<file path="config.mk">
export PLATFORM = sky130hd
export DESIGN_NAME = cgm_switch_ctrl
export DESIGN_NICKNAME = d
export VERILOG_FILES = /design/src/rtl/cgm_switch_ctrl.sv
export SDC_FILE = /design/constraint.sdc
export NUM_CORES = 1
export LEC_CHECK = 0
export CAP_MARGIN = 10
export CORE_AREA = 8 8 61 63
export CTS_CLUSTER_DIAMETER = 100
export DETAILED_ROUTE_END_ITERATION = 6
export DIE_AREA = 0 0 69 71
export PLACE_DENSITY = 0.73
export REMOVE_ABC_BUFFERS = 1
export SYNTH_ARGS = -nofsm -noshare
export SYNTH_HDL_FRONTEND = slang
export SYNTH_SLANG_ARGS = --single-unit
export TNS_END_PERCENT = 10
</file>
<file path="constraint.sdc">
create_clock -name clk_ref -period 1.72 [get_ports clk_ref]
set_input_delay 0.43 -clock clk_ref [delete_from_list [all_inputs] [get_ports clk_ref]]
set_output_delay 0.43 -clock clk_ref [all_outputs]
set_load 0.1 [all_outputs]
</file>
<file path="src/rtl/cgm_switch_ctrl.sv">
// Clock-source switch sequencer: arbitrates hw/sw requests, validates the target
// against clk_ok, drives the glitch-free mux select and acknowledges after a settle window.
module cgm_switch_ctrl #(
    parameter int unsigned SETTLE_CYC = 16,
    parameter int unsigned RESET_SEL  = 0
) (
    input  logic       clk_ref,
    input  logic       rst_clk,
    input  logic       hw_req,
    input  logic [1:0] hw_sel,
    output logic       hw_ack,
    output logic       hw_err,
    input  logic       sw_req,
    input  logic [1:0] sw_sel,
    output logic       sw_ack,
    output logic       sw_err,
    input  logic [2:0] clk_ok,
    input  logic       scan_mode,
    output logic [1:0] cgm_sel,
    output logic       switch_busy
);

    localparam int unsigned SEL_W = 2;
    localparam int unsigned CNT_W = 8;
    localparam logic [SEL_W-1:0] SEL_INVALID = SEL_W'(3);

    typedef enum logic [2:0] {
        ST_IDLE,
        ST_CHECK,
        ST_SWITCH,
        ST_SETTLE,
        ST_DONE
    } state_t;

    state_t             r_state;
    state_t             w_state_nxt;
    logic [SEL_W-1:0]   r_sel;
    logic [SEL_W-1:0]   w_sel_nxt;
    logic [SEL_W-1:0]   r_target;
    logic [SEL_W-1:0]   w_target_nxt;
    logic [SEL_W-1:0]   r_prev;
    logic [SEL_W-1:0]   w_prev_nxt;
    logic [CNT_W-1:0]   r_cnt;
    logic [CNT_W-1:0]   w_cnt_nxt;
    logic               r_grant_sw;
    logic               w_grant_sw_nxt;
    logic               w_ack_nxt;
    logic               w_err_nxt;
    logic               r_hw_ack;
    logic               r_hw_err;
    logic               r_sw_ack;
    logic               r_sw_err;
    logic               r_busy;
    logic [3:0]         w_ok_ext;
    logic               w_target_ok;

    // Source 3 does not exist, so its clock-present flag reads as absent.
    assign w_ok_ext    = {1'b0, clk_ok};
    assign w_target_ok = w_ok_ext[r_target];

    // Next-state and next-register values; ack/err are produced on entry to DONE.
    always_comb begin
        w_state_nxt    = r_state;
        w_sel_nxt      = r_sel;
        w_target_nxt   = r_target;
        w_prev_nxt     = r_prev;
        w_cnt_nxt      = r_cnt;
        w_grant_sw_nxt = r_grant_sw;
        w_ack_nxt      = 1'b0;
        w_err_nxt      = 1'b0;
        case (r_state)
            ST_IDLE: begin
                if (!scan_mode && (hw_req || sw_req)) begin
                    w_grant_sw_nxt = !hw_req;
                    w_target_nxt   = hw_req ? hw_sel : sw_sel;
                    w_prev_nxt     = r_sel;
                    w_state_nxt    = ST_CHECK;
                end
            end
            ST_CHECK: begin
                if (r_target == SEL_INVALID || !w_target_ok) begin
                    w_ack_nxt   = 1'b1;
                    w_err_nxt   = 1'b1;
                    w_state_nxt = ST_DONE;
                end else if (r_target == r_sel) begin
                    w_ack_nxt   = 1'b1;
                    w_state_nxt = ST_DONE;
                end else begin
                    w_state_nxt = ST_SWITCH;
                end
            end
            ST_SWITCH: begin
                w_sel_nxt   = r_target;
                w_cnt_nxt   = CNT_W'(SETTLE_CYC - 1);
                w_state_nxt = ST_SETTLE;
            end
            ST_SETTLE: begin
                // Losing the new source mid-settle falls back to the previous one.
                if (!w_target_ok) begin
                    w_sel_nxt   = r_prev;
                    w_ack_nxt   = 1'b1;
                    w_err_nxt   = 1'b1;
                    w_state_nxt = ST_DONE;
                end else if (r_cnt == '0) begin
                    w_ack_nxt   = 1'b1;
                    w_state_nxt = ST_DONE;
                end else begin
                    w_cnt_nxt = r_cnt - CNT_W'(1);
                end
            end
            ST_DONE: begin
                w_state_nxt = ST_IDLE;
            end
            default: begin
                w_state_nxt = ST_IDLE;
            end
        endcase
    end

    // State and registered outputs.
    always_ff @(posedge clk_ref or posedge rst_clk) begin
        if (rst_clk) begin
            r_state    <= ST_IDLE;
            r_sel      <= SEL_W'(RESET_SEL);
            r_target   <= '0;
            r_prev     <= '0;
            r_cnt      <= '0;
            r_grant_sw <= 1'b0;
            r_hw_ack   <= 1'b0;
            r_hw_err   <= 1'b0;
            r_sw_ack   <= 1'b0;
            r_sw_err   <= 1'b0;
            r_busy     <= 1'b0;
        end else begin
            r_state    <= w_state_nxt;
            r_sel      <= w_sel_nxt;
            r_target   <= w_target_nxt;
            r_prev     <= w_prev_nxt;
            r_cnt      <= w_cnt_nxt;
            r_grant_sw <= w_grant_sw_nxt;
            r_hw_ack   <= w_ack_nxt && !w_grant_sw_nxt;
            r_hw_err   <= w_err_nxt && !w_grant_sw_nxt;
            r_sw_ack   <= w_ack_nxt && w_grant_sw_nxt;
            r_sw_err   <= w_err_nxt && w_grant_sw_nxt;
            r_busy     <= (w_state_nxt != ST_IDLE);
        end
    end

    assign hw_ack      = r_hw_ack;
    assign hw_err      = r_hw_err;
    assign sw_ack      = r_sw_ack;
    assign sw_err      = r_sw_err;
    assign cgm_sel     = r_sel;
    assign switch_busy = r_busy;

endmodule

</file>
After elaboration in Yosys (flattened, before gate mapping) --
Index checks and enable logic that the tools add are counted.
Word-level totals: bits in writable memories 0, memories 0, register bits 23, latch bits 0, ROM bits 0, logic and storage cells 63, output and inout bits 7
Cells by class: order comparisons 1, reductions and logical operators 18, add/subtract/negate cells 1, mux-type cells 24, $mul 0, div/mod/pow operators 0, bitwise gates (word level) 0, equality and inequality tests 8, shifts and indexed selects 0
Operator list (count):
- $mux 8 | 2
- $pmux 8 s2 | 1
- $mux 3 | 5
- $pmux 3 s4 | 1
- $mux 1 | 9
- $logic_not 8->1 | 1
- $sub 8x1->8 const B | 1
- $eq 3x2->1 const B | 2
- $ne 2x2->1 const B | 3
- $logic_and 1x1->1 | 5
- $logic_not 1->1 | 4
- $mux 2 | 2
- $pmux 1 s2 | 2
- $pmux 2 s2 | 1
- $reduce_and 2->1 | 2
- $eq 3x1->1 const B | 1
- $logic_not 3->1 | 1
- $lt 2x3->1 const B | 1
- $reduce_and 3->1 | 1
- $reduce_bool 3->1 | 1
- $bmux 1 s2 | 1
- $eq 2x2->1 | 1
- $eq 2x2->1 const B | 1
- $logic_or 1x1->1 | 2
- $reduce_bool 2->1 | 1

Longest topological paths before layout --
Gate-level depths: netlist (run 1).
word-level depth 7, gate-level depth with buffers 6, mapped depth without buffers 6

Worst setup path before layout (run 1) --
OpenSTA, ideal clock, no wires.
kind flip-flop to flip-flop, start register r_sel[0], in the netlist cgm_sel[0], end register r_sw_ack, in the netlist sw_ack, required time 1.647 ns, library setup time 0.073 ns, stages on the path, launching flop included 5, path buffers 0, setup slack -0.183 ns, arrival time 1.830 ns, cells stage by stage dfrtp_1 xor2_1 or3_1 a31o_2 nor2b_1
Between the ends: cells in the longest elaborated chain, start to end 5
RTL lines:
- start, declared | RTL line 37 | logic [SEL_W-1:0] r_sel;
- start signal, assigned | RTL line 124 | r_sel <= SEL_W'(RESET_SEL);
- start signal, assigned | RTL line 136 | r_sel <= w_sel_nxt;
- $eq 2x2->1 | RTL line 85 | end else if (r_target == r_sel) begin
- $mux 1 | RTL line 85
- $mux 1 | RTL line 81 | if (r_target == SEL_INVALID || !w_target_ok) begin
- $pmux 1 s2 | RTL line 71 | case (r_state)
- $logic_and 1x1->1 | RTL line 143 | r_sw_ack <= w_ack_nxt && w_grant_sw_nxt;
- end signal, assigned | RTL line 143
- end, declared | RTL line 51 | logic r_sw_ack;
No other way between the ends. A chain may end at the register's enable or synchronous reset.

Worst setup path in the final report (run 1) --
start register r_cnt[4], end register r_cnt[7]
Between the ends: cells in the longest elaborated chain, start to end 4, elaborated cells on any way between the ends 7
RTL lines:
- start, declared | RTL line 43 | logic [CNT_W-1:0] r_cnt;
- start signal, assigned | RTL line 139 | r_cnt <= w_cnt_nxt;
- $sub 8x1->8 | RTL line 108 | w_cnt_nxt = r_cnt - CNT_W'(1);
- $mux 8 | RTL line 104 | end else if (r_cnt == '0) begin
- $mux 8 | RTL line 99 | if (!w_target_ok) begin
- $pmux 8 s2 | RTL line 71
Several ways; a longest one is shown, not always the timed one. The select of a mux whose other input is x is not followed.

==> impl_metrics.yaml, run 1 <==
run_status:
  status: "finished clean"
sta:
  skew_ns: 0.00235
  hold_ws_ns: 0.408
  maxSlewHeadroom: 0.776
  timing.fmax_mhz: 598
  setup_violations: 0
  hold_violations: 0
  timing.final.crit_period_ns: 1.67
  min_period_over_period: 0.972
  rsz0062_at_grt: "false"
  finalSetupTns_ns: 0
  final_max_slew_viol_count: 0
  worst_slew_pin_slew_ns: 0.332
worst_setup_path:
  critPathKind: "reg2reg"
  crit_family: "simple AND/OR/NAND/NOR gates"
  end_kind: "flop"
  r2r-end: "r_cnt[7]"
  startpoint: "r_cnt[4]"
  critPathBufInv: 0
  worstPathArrival_ns: 1.87
  cpMaxStageDelayCell: "or4_4"
  cpPeakStageDelay_ns: 0.56
  r2r_cells: 3
  timing.rr.start: "r_cnt[4]"
  path_cells: "or4_4 -> o41ai_1 -> a21oi_1"
  crit_fanout: 6
  cp.required_ns: 1.92
  start_kind: "flop"
  r2r_slack_ns: 0.05
placed_design:
  gp_congestion: 0.874
  port_buffers: 18
  placed_area_um2: 1700
  dp.final_hpwl_um: 2420
yosys:
  yosys_warnings: 0
  ys.flop_type: "dfrtp_1"
  synth.distinct_cells: 45
  yosysTopAreaCell: "dfrtp_1"
  async_reset_ff_frac: 1.00
  synth.area.top_cells: "dfrtp_1 45%, nor2_1 3.2%, a21oi_1 3.1%, mux2i_1 3.1%, nand2_1 2.6%"
  synth_edf_count: 0
  yosysSeqAreaShare: 0.447
  synth.avg_cell_area_um2: 10.1
  synthCells: 127
  syn_area_um2: 1290
  synth.top_cell.area_share: 0.447
  synth_seq_cells: 23
floorplan:
  die_x_um: 69
  dieArea_um2: 4900
  die_h_um: 71
  rows: 20
  io_pins: 19
  fp.coreArea_um2: 2850
  initial_core_util: 0.451
grt:
  grt_max_degree: 18
  use_met1: 0.156
  grtUsageMet2: 0.230
  grt_pass1_vias: 1216
  busiest_layer: "met2"
  antenna_found_initial: 0
  grt_pass1_wl_um: 5580
  grt_use_met3: 0.0308
  track_usage: 0.134
  grt_overflow: 0
drt:
  drtIter0Drc: 127
  drc: 0
  wl_um: 3170
  ant_nets: 0
  firstDrtPassIters: 4
  vias_per_cell: 5.93
  wire_per_inst_um: 16.1
  vias: 1169
power:
  vdd.ir_drop.worst_uv: 1410
  p_leak_nw: 0.721
  powerDensity_nw_per_um2: 1800
finish:
  final_nets: 179
  area_growth_syn_to_layout_pct: 35.5
  n_fill_cell: 251
  design_area_um2: 1740
  antenna_cells: 0
  final_core_util: 0.611
  drive_above_1_share: 0.299
clock_tree:
  cts_tree: "done"
  clock-sinks: 23
  clk_pin_slew_ns: 0.13
  clk_latency_ns: 0.31
  postCtsSetupBuffers: 0
  root_buffer: "clkbuf_4"
  htreeDepth: 1
  clock_path_buffers: 2
  cts_buffers: 3
run:
  maxCapViolCount: 0
min_path:
  min_path_type: "in2async"
-- stage by stage --
step	setup slack, ns	instances	power [W]
CTS	0.0114	197	0.00312
floorplan	-0.183	122	0.00207
global placement	-0.160	193	0.00281
global route	0.00336	197	0.00332
detailed placement	-0.190	193	0.00285
finish	0.0480	197	0.00313
-- sequential cells by signal (all words and copies together) (netlist names) --
name and count:
cgm_sel 2, hw_ack 1, hw_err 1, r_cnt 8
r_grant_sw 1, r_prev 2, r_state 3, r_target 2
sw_ack 1, sw_err 1, switch_busy 1
-- power by group --
group / switching [W] / internal (W) / total (W)
clock network: 0.000167 / 0.0000906 / 0.000258
registers: 0.000262 / 0.000743 / 0.00101
logic: 0.00108 / 0.000796 / 0.00187
total: 0.00151 / 0.00163 / 0.00313
-- layout make-up --
type / count / area, um2 / area share
tap: 33 / 41.3 / 0.0237
multi-input combinational: 94 / 682 / 0.391
sequential: 23 / 576 / 0.330
inverter: 5 / 18.8 / 0.0108
timing repair buffer: 38 / 400 / 0.230
clock buffer: 4 / 26.3 / 0.0151
-- synth_stat cells, types with 2 or more instances --
library cell	instances
buf_2	3
nand2b_1	5
nand3_1	4
o21ai_0	4
nor4_2	2
nand4_1	4
nor3b_1	2
o21ai_1	2
mux2i_1	4
mux2_2	2
nor2_1	11
a31o_2	2
nor2b_1	2
a21oi_1	8
ha_1	2
and4_1	2
inv_1	5
nand2_1	9
o22ai_1	2
or4_4	2
nor3_1	3
xor2_1	2
dfrtp_1	23
-- tightest hold or removal path: cells and delay by family --
family / cells / cell delay (ns)
buffers and inverters: 3 / 0.66
-- layer usage --
metal	vias up	wire length, um
li1	548	-
met3	10	176
met5	-	0
met1	570	1360
met2	41	1560
met4	0	69
-- how the worst max path moves through the flow --
| stage | endpoint | slack, ns | cells past startpoint |
|---|---|---|---|
| after global routing | r_cnt[7] | 0.003 | 3 |
| after floorplan | sw_ack | -0.18 | 4 |
| after CTS | r_cnt[0] | 0.01 | 6 |
| after detailed placement | r_cnt[6] | -0.19 | 5 |
| final | r_cnt[7] | 0.05 | 3 |
| after global placement | r_cnt[6] | -0.16 | 5 |
-- cells by family (layout without fill, tap and decap cells) --
kind of cell	count (synthesis)	after routing	share of synthesized area
flip-flops	23	23	0.447
buffers and inverters	10	47	0.0379
XOR/XNOR	2	2	0.0136
AO/OA/AOI/OAI	29	29	0.162
AND/OR/NAND/NOR	55	55	0.271
adder cells (fa/ha/maj)	2	2	0.0194
multiplexers	6	6	0.0486
-- cells in the final DEF, fill, tap and decap left out, types with 3 or more instances in the layout --
| cell type | Yosys | routed |
|---|---|---|
| nand2b_1 | 5 | 5 |
| inv_1 | 5 | 5 |
| clkdlybuf4s50_1 | 0 | 11 |
| mux2i_1 | 4 | 4 |
| nor3_1 | 3 | 3 |
| nand3_1 | 4 | 4 |
| dfrtp_1 | 23 | 23 |
| buf_12 | 0 | 7 |
| nand4_1 | 4 | 4 |
| buf_4 | 0 | 20 |
| nand2_1 | 9 | 9 |
| a21oi_1 | 8 | 8 |
| o21ai_0 | 4 | 4 |
| nor2_1 | 11 | 11 |
| clkbuf_4 | 0 | 3 |
-- repair_timing --
item | CTS | global route
hold buffers | 0 | 0
gates resized for setup | 1 | 3
endpoints found under the setup margin | 1 | 3
Power figures use the tool's default switching activity.
==> run 2, diff against run 1 <==
CORE_AREA = 8 8 59 61   (was 8 8 61 63)
DIE_AREA = 0 0 67 69   (was 0 0 69 71)
PLACE_DENSITY = 0.75   (was 0.73)
clock period = 1.55 ns   (was 1.72 ns; I/O delays follow)
==> run 2 against run 1 <==
Setup slack got worse by 0.16 ns. Total power increased by 18%. The run now ends with negative setup slack left. Via count increased by 2.7%. Critical endpoint is now r_cnt[5]. Final cell count increased by 4.6%.
==> impl_metrics.yaml, run 2 (synthesized netlist as in run 1, its figures left out) <==
worst_setup_path:
  start_kind: "flop"
  crit_fanout: 4
  worstPathArrival_ns: 1.86
  startpoint: "r_cnt[1]"
  cp.required_ns: 1.75
  end_kind: "flop"
  critPathKind: "reg2reg"
  timing.rr.start: "r_cnt[1]"
  r2r_cells: 5
finish:
  mostFrequentLayoutCells: "30 x buf_4, 21 x dfrtp_1, 11 x nor2_1, 11 x clkdlybuf4s50_1, 8 x nand2_1"
  antenna_cells: 0
  regMostFlops: "r_cnt"
  final_common_cell: "buf_4"
  largest_reg_flops: 8
  drive_above_1_share: 0.406
  area_growth_syn_to_layout_pct: 46.9
  final_nets: 190
  largestRegisters: "r_cnt: 8 flops, r_state: 3 flops"
  instances_no_fill: 206
sta:
  timing.final.crit_period_ns: 1.66
  worst_slack_ns: -0.110
  final_max_slew_viol_count: 0
  maxSlewHeadroom: 0.791
  setup_violations: 4
  min_period_over_period: 1.07
  worst_slew_pin_slew_ns: 0.311
  rsz0062_at_grt: "true"
  skew_ns: 0.00331
  hold_violations: 0
  timing.fmax_mhz: 602
floorplan:
  io_pins: 19
  initial_core_util: 0.492
  die_x_um: 67
  die_h_um: 69
  rows: 19
  dieArea_um2: 4620
  fp.coreArea_um2: 2620
clock_tree:
  cts_hold_buf: 0
  clk_pin_slew_ns: 0.13
  clock_path_buffers: 2
  clk_latency_ns: 0.30
  clock-sinks: 23
  cts_buffers: 3
  root_buffer: "clkbuf_4"
  cts_tree: "done"
  htreeDepth: 1
power:
  power.switching_w: 0.00175
  comb_power_share: 0.634
  power_frac_seq: 0.291
  sw_frac_of_total: 0.473
  powerDensity_nw_per_um2: 1960
  intPower_w: 0.00195
  p_leak_nw: 0.780
  vdd.ir_drop.worst_uv: 1830
  clockPowerShare: 0.076
drt:
  vias: 1201
  wire_per_inst_um: 16.6
  wl_um: 3410
  ant_nets: 0
  drc: 0
  vias_per_cell: 5.83
  drtIter0Drc: 47
  firstDrtPassIters: 4
run:
  maxCapViolCount: 0
run_status:
  status: "complete, but fails checks"
  violations: "negative setup slack"
min_path:
  min_path_type: "in2async"
placed_design:
  dpl.cell_count: 201
  pre_cts_slack_ns: -0.319
  port_buffers: 18
  dp.final_hpwl_um: 2600
  gp_congestion: 0.915
grt:
  antenna_found_initial: 0
  grt_overflow: 0
  track_usage: 0.156
  grt_pass1_wl_um: 5870
  grt_max_degree: 24
  grt_pass1_vias: 1275
[run 2: cell types whose count changed in the layout (fill, tap and decap cells not counted), sizes merged]
cell	delta
buf	+11
[run 2: final timing paths]
kind                         endpoint  slack [ns]
max                          r_cnt[5]       -0.11
min                          r_cnt[4]        0.41
min reg2reg                 r_prev[0]        0.52
min in group clk_ref        r_prev[0]        0.52
max reg2reg                  r_cnt[5]       -0.11
max in group asynchronous  r_state[2]        0.88
[run 2: critical path, cell delays in order (launching register included)]
cell     delay (ns)
dfrtp_1        0.42
buf_4          0.15
or4b_4         0.56
nor4_4         0.17
a31o_2         0.20
a21oi_2        0.05
[run 2: metal layers]
layer,global-route usage,share of wire
met1,0.176,0.41
met2,0.273,0.54
met3,0.0372,0.043
met4,0.0488,0.0056
met5,0,0
[run 2: stage by stage]
stage	instance area (um2)	hold slack, ns	util	total power (W)	TNS, ns
after floorplan	1260	0.389	-	0.00229	-1.11
after global placement	1770	0.482	0.678	0.00322	-4.01
after detailed placement	1770	0.492	0.678	0.00328	-4.48
after CTS	1850	0.413	0.706	0.00364	-0.389
after global routing	1890	0.448	0.723	0.00393	-0.852
final	1890	0.413	0.723	0.00371	-0.347
[run 2: repair_timing]
item | CTS | global route
gates resized for setup | 10 | 11
pin swaps | 3 | 3
buffers inserted | 1 | 0
setup endpoints to repair | 15 | 20
[run 2: layout make-up]
| type | count | area (um2) |
|---|---|---|
| Sequential cell | 23 | 578 |
| Tap cell | 31 | 38.8 |
| Multi-Input combinational cell | 94 | 743 |
| Timing Repair Buffer | 49 | 487 |
| Clock buffer | 4 | 26.3 |
| Inverter | 5 | 18.8 |
| Fill cell | 197 | 723 |
[run 2: power by group through the flow]
stage	sequential, W	combinational, W	clock (W)
2_1_floorplan	0.00160	0.000696	0
3_3_place_gp	0.00104	0.00218	0
3_5_place_dp	0.00105	0.00224	0
4_1_cts	0.00105	0.00230	0.000286
5_1_grt	0.00110	0.00251	0.000313
6_report	0.00108	0.00235	0.000281
==> variant (flow settings as in run 1) <==
Reset style: synchronous (`rst_clk`), changed in one clocked block.
--- a/src/rtl/cgm_switch_ctrl.sv
+++ b/src/rtl/cgm_switch_ctrl.sv
@@ -118,7 +118,7 @@
     end
 
     // State and registered outputs.
-    always_ff @(posedge clk_ref or posedge rst_clk) begin
+    always_ff @(posedge clk_ref) begin
         if (rst_clk) begin
             r_state    <= ST_IDLE;
             r_sel      <= SEL_W'(RESET_SEL);
Check against the original RTL: differs if rst_clk is asserted again (counterexample within 4 cycles, from zero or initial values and one cycle with rst_clk high); with rst_clk held inactive, the same outputs for 10 cycles.
==> variant against run 1 <==
- the flow now finishes with violations (setup timing)
- hold slack gained 0.12 ns
- synthesized area is 16% lower
- setup slack got worse by 0.16 ns
- sequential cell count unchanged
- design area is 8.3% lower
- routed wire length decreased by 13%
- synthesized cell count is 1.6% lower
Power is not compared: it rests on default switching activity, and its combinational part moved more than twofold at a synthesized area within 25%.
==> variant: results (changes against run 1) <==
H-tree depth - 1 (unchanged)
Layout Skew - 0.00540 ns (+0.00304 ns)
gpl congestion - 0.832 (-4.8%)
top cells by area, synth - dfxtp_1 42%, nor2_1 5.2%, mux2i_1 4.6%
biggest regs - r_cnt: 8 flops, r_state: 3 flops
WL final - 2750 um (-13%)
kind of end point of the critical path - flip-flop
routed vias - 1039 (-11%)
actual slew at the worst max-slew pin - 0.358 ns (+0.0253 ns)
clock root cell - clkbuf_4
post-synth cell types - 40 (-11%)
Syn. warnings - 0 (unchanged)
Crit path largest cell delay - 0.55 ns
Iter 0 DRT Violations - 22 (-83%)
Final setup viols - 10 (+10)
cell family with most CP delay - simple AND/OR/NAND/NOR gates
Total GRT Usage - 10.6% (-2.8 points)
CP startpoint - r_cnt[4]
Worst Hold Class - reg -> reg
first-pass GRT wire length - 4520 um (-19%)
number of CTS-inserted buffers - 3 (unchanged)
Critical R2R Capture - r_state[0]
fraction of layout cells with a size suffix above 1 - 33.1% (+3.3 points)
PortBufs - 18 (unchanged)
largest net degree at the start of global routing - 20 (+2)
peak supply drop - 561 uV
sequential-to-total area share from yosys stat - 42.4% (-2.3 points)
status - finished, violations left
top layer in use - met4
n_diodes - 0 (unchanged)
Setup TNS - -0.567 ns (-0.567 ns)
largest buffer count on any clock path - 2 (unchanged)
clock latency on the worst-skew pair - 0.32 ns
Final nets - 178 (-0.56%)
Worst Path Max Fanout - 6 (unchanged)
final worst slack - -0.114 ns (-0.162 ns)
Post-Route M1 WL - 1180 um (-13%)
synth cell count leaders - 23 x dfxtp_1, 15 x nor2_1, 10 x nand2_1
filler cell count - 265 (+5.6%)
vias in the first global route - 1072 (-12%)
DR WL met2 - 1410 um (-9.5%)
Worst EP arrival - 2.05 ns (+0.18 ns)
Area after DPL - 1500 um^2 (-12%)
Leak - 0.628 nW
failing checks - setup timing
cells on worst reg2reg path - 7 (+4)
Async SR Flop Fraction - 0% (-100 points)
placed wire-length estimate - 2120 um (-12%)
met3 wire length - 134 um (-24%)
## variant: timing repair
action	in CTS	in global routing
buffers inserted	2	2
pin swaps	3	7
hold buffers	0	0
gates resized for setup	9	8
endpoints found under the setup margin	12	14
## variant: how the worst min path moves through the flow
stage / startpoint / end / slack, ns / cells past startpoint
after floorplan: r_cnt[5] / r_cnt[5] / 0.44 / 2
after global routing: r_prev[0] / cgm_sel[0] / 0.55 / 2
final: r_prev[0] / cgm_sel[0] / 0.52 / 2
after global placement: r_prev[0] / cgm_sel[0] / 0.48 / 2
after CTS: r_prev[0] / r_prev[0] / 0.52 / 2
after detailed placement: r_prev[0] / r_prev[0] / 0.49 / 2
## variant: cell type report
type,count,area [um^2],area share [%]
repair buffers,39,410,25.7
inverters,4,15.0,0.939
multi-input cells,93,641,40.1
flip-flops and latches,23,464,29.0
clock buffers,3,22.5,1.41
clock inverters,1,5.00,0.313
well taps,33,41.3,2.58
## variant: layer usage
| layer | global-route usage, % | vias to the layer above |
|---|---|---|
| met5 | 0 | - |
| met1 | 11.2 | 488 |
| li1 | - | 521 |
| met4 | 3.19 | 0 |
| met3 | 3.64 | 3 |
| met2 | 19.3 | 27 |
## variant: cells by family after synthesis
logic type,share of synthesized area (%)
fa+ha+maj,2.30
flops,42.4
simple gates,26.0
mux,5.65
buf+inv,3.34
xor+xnor,2.42
compound gates,17.9
## variant: per-stage QoR
step           setup slack (ns)  cells
3_3_place_gp             -0.328    190
5_1_grt                  -0.178    196
6_report                 -0.114    196
2_1_floorplan            -0.188    120
3_5_place_dp             -0.405    190
4_1_cts                 -0.0546    195
## variant: power breakdown
group | internal (mW) | switching, mW
logic | 0.141 | 0.155
registers | 0.553 | 0.0200
clock network | 0.0871 | 0.167
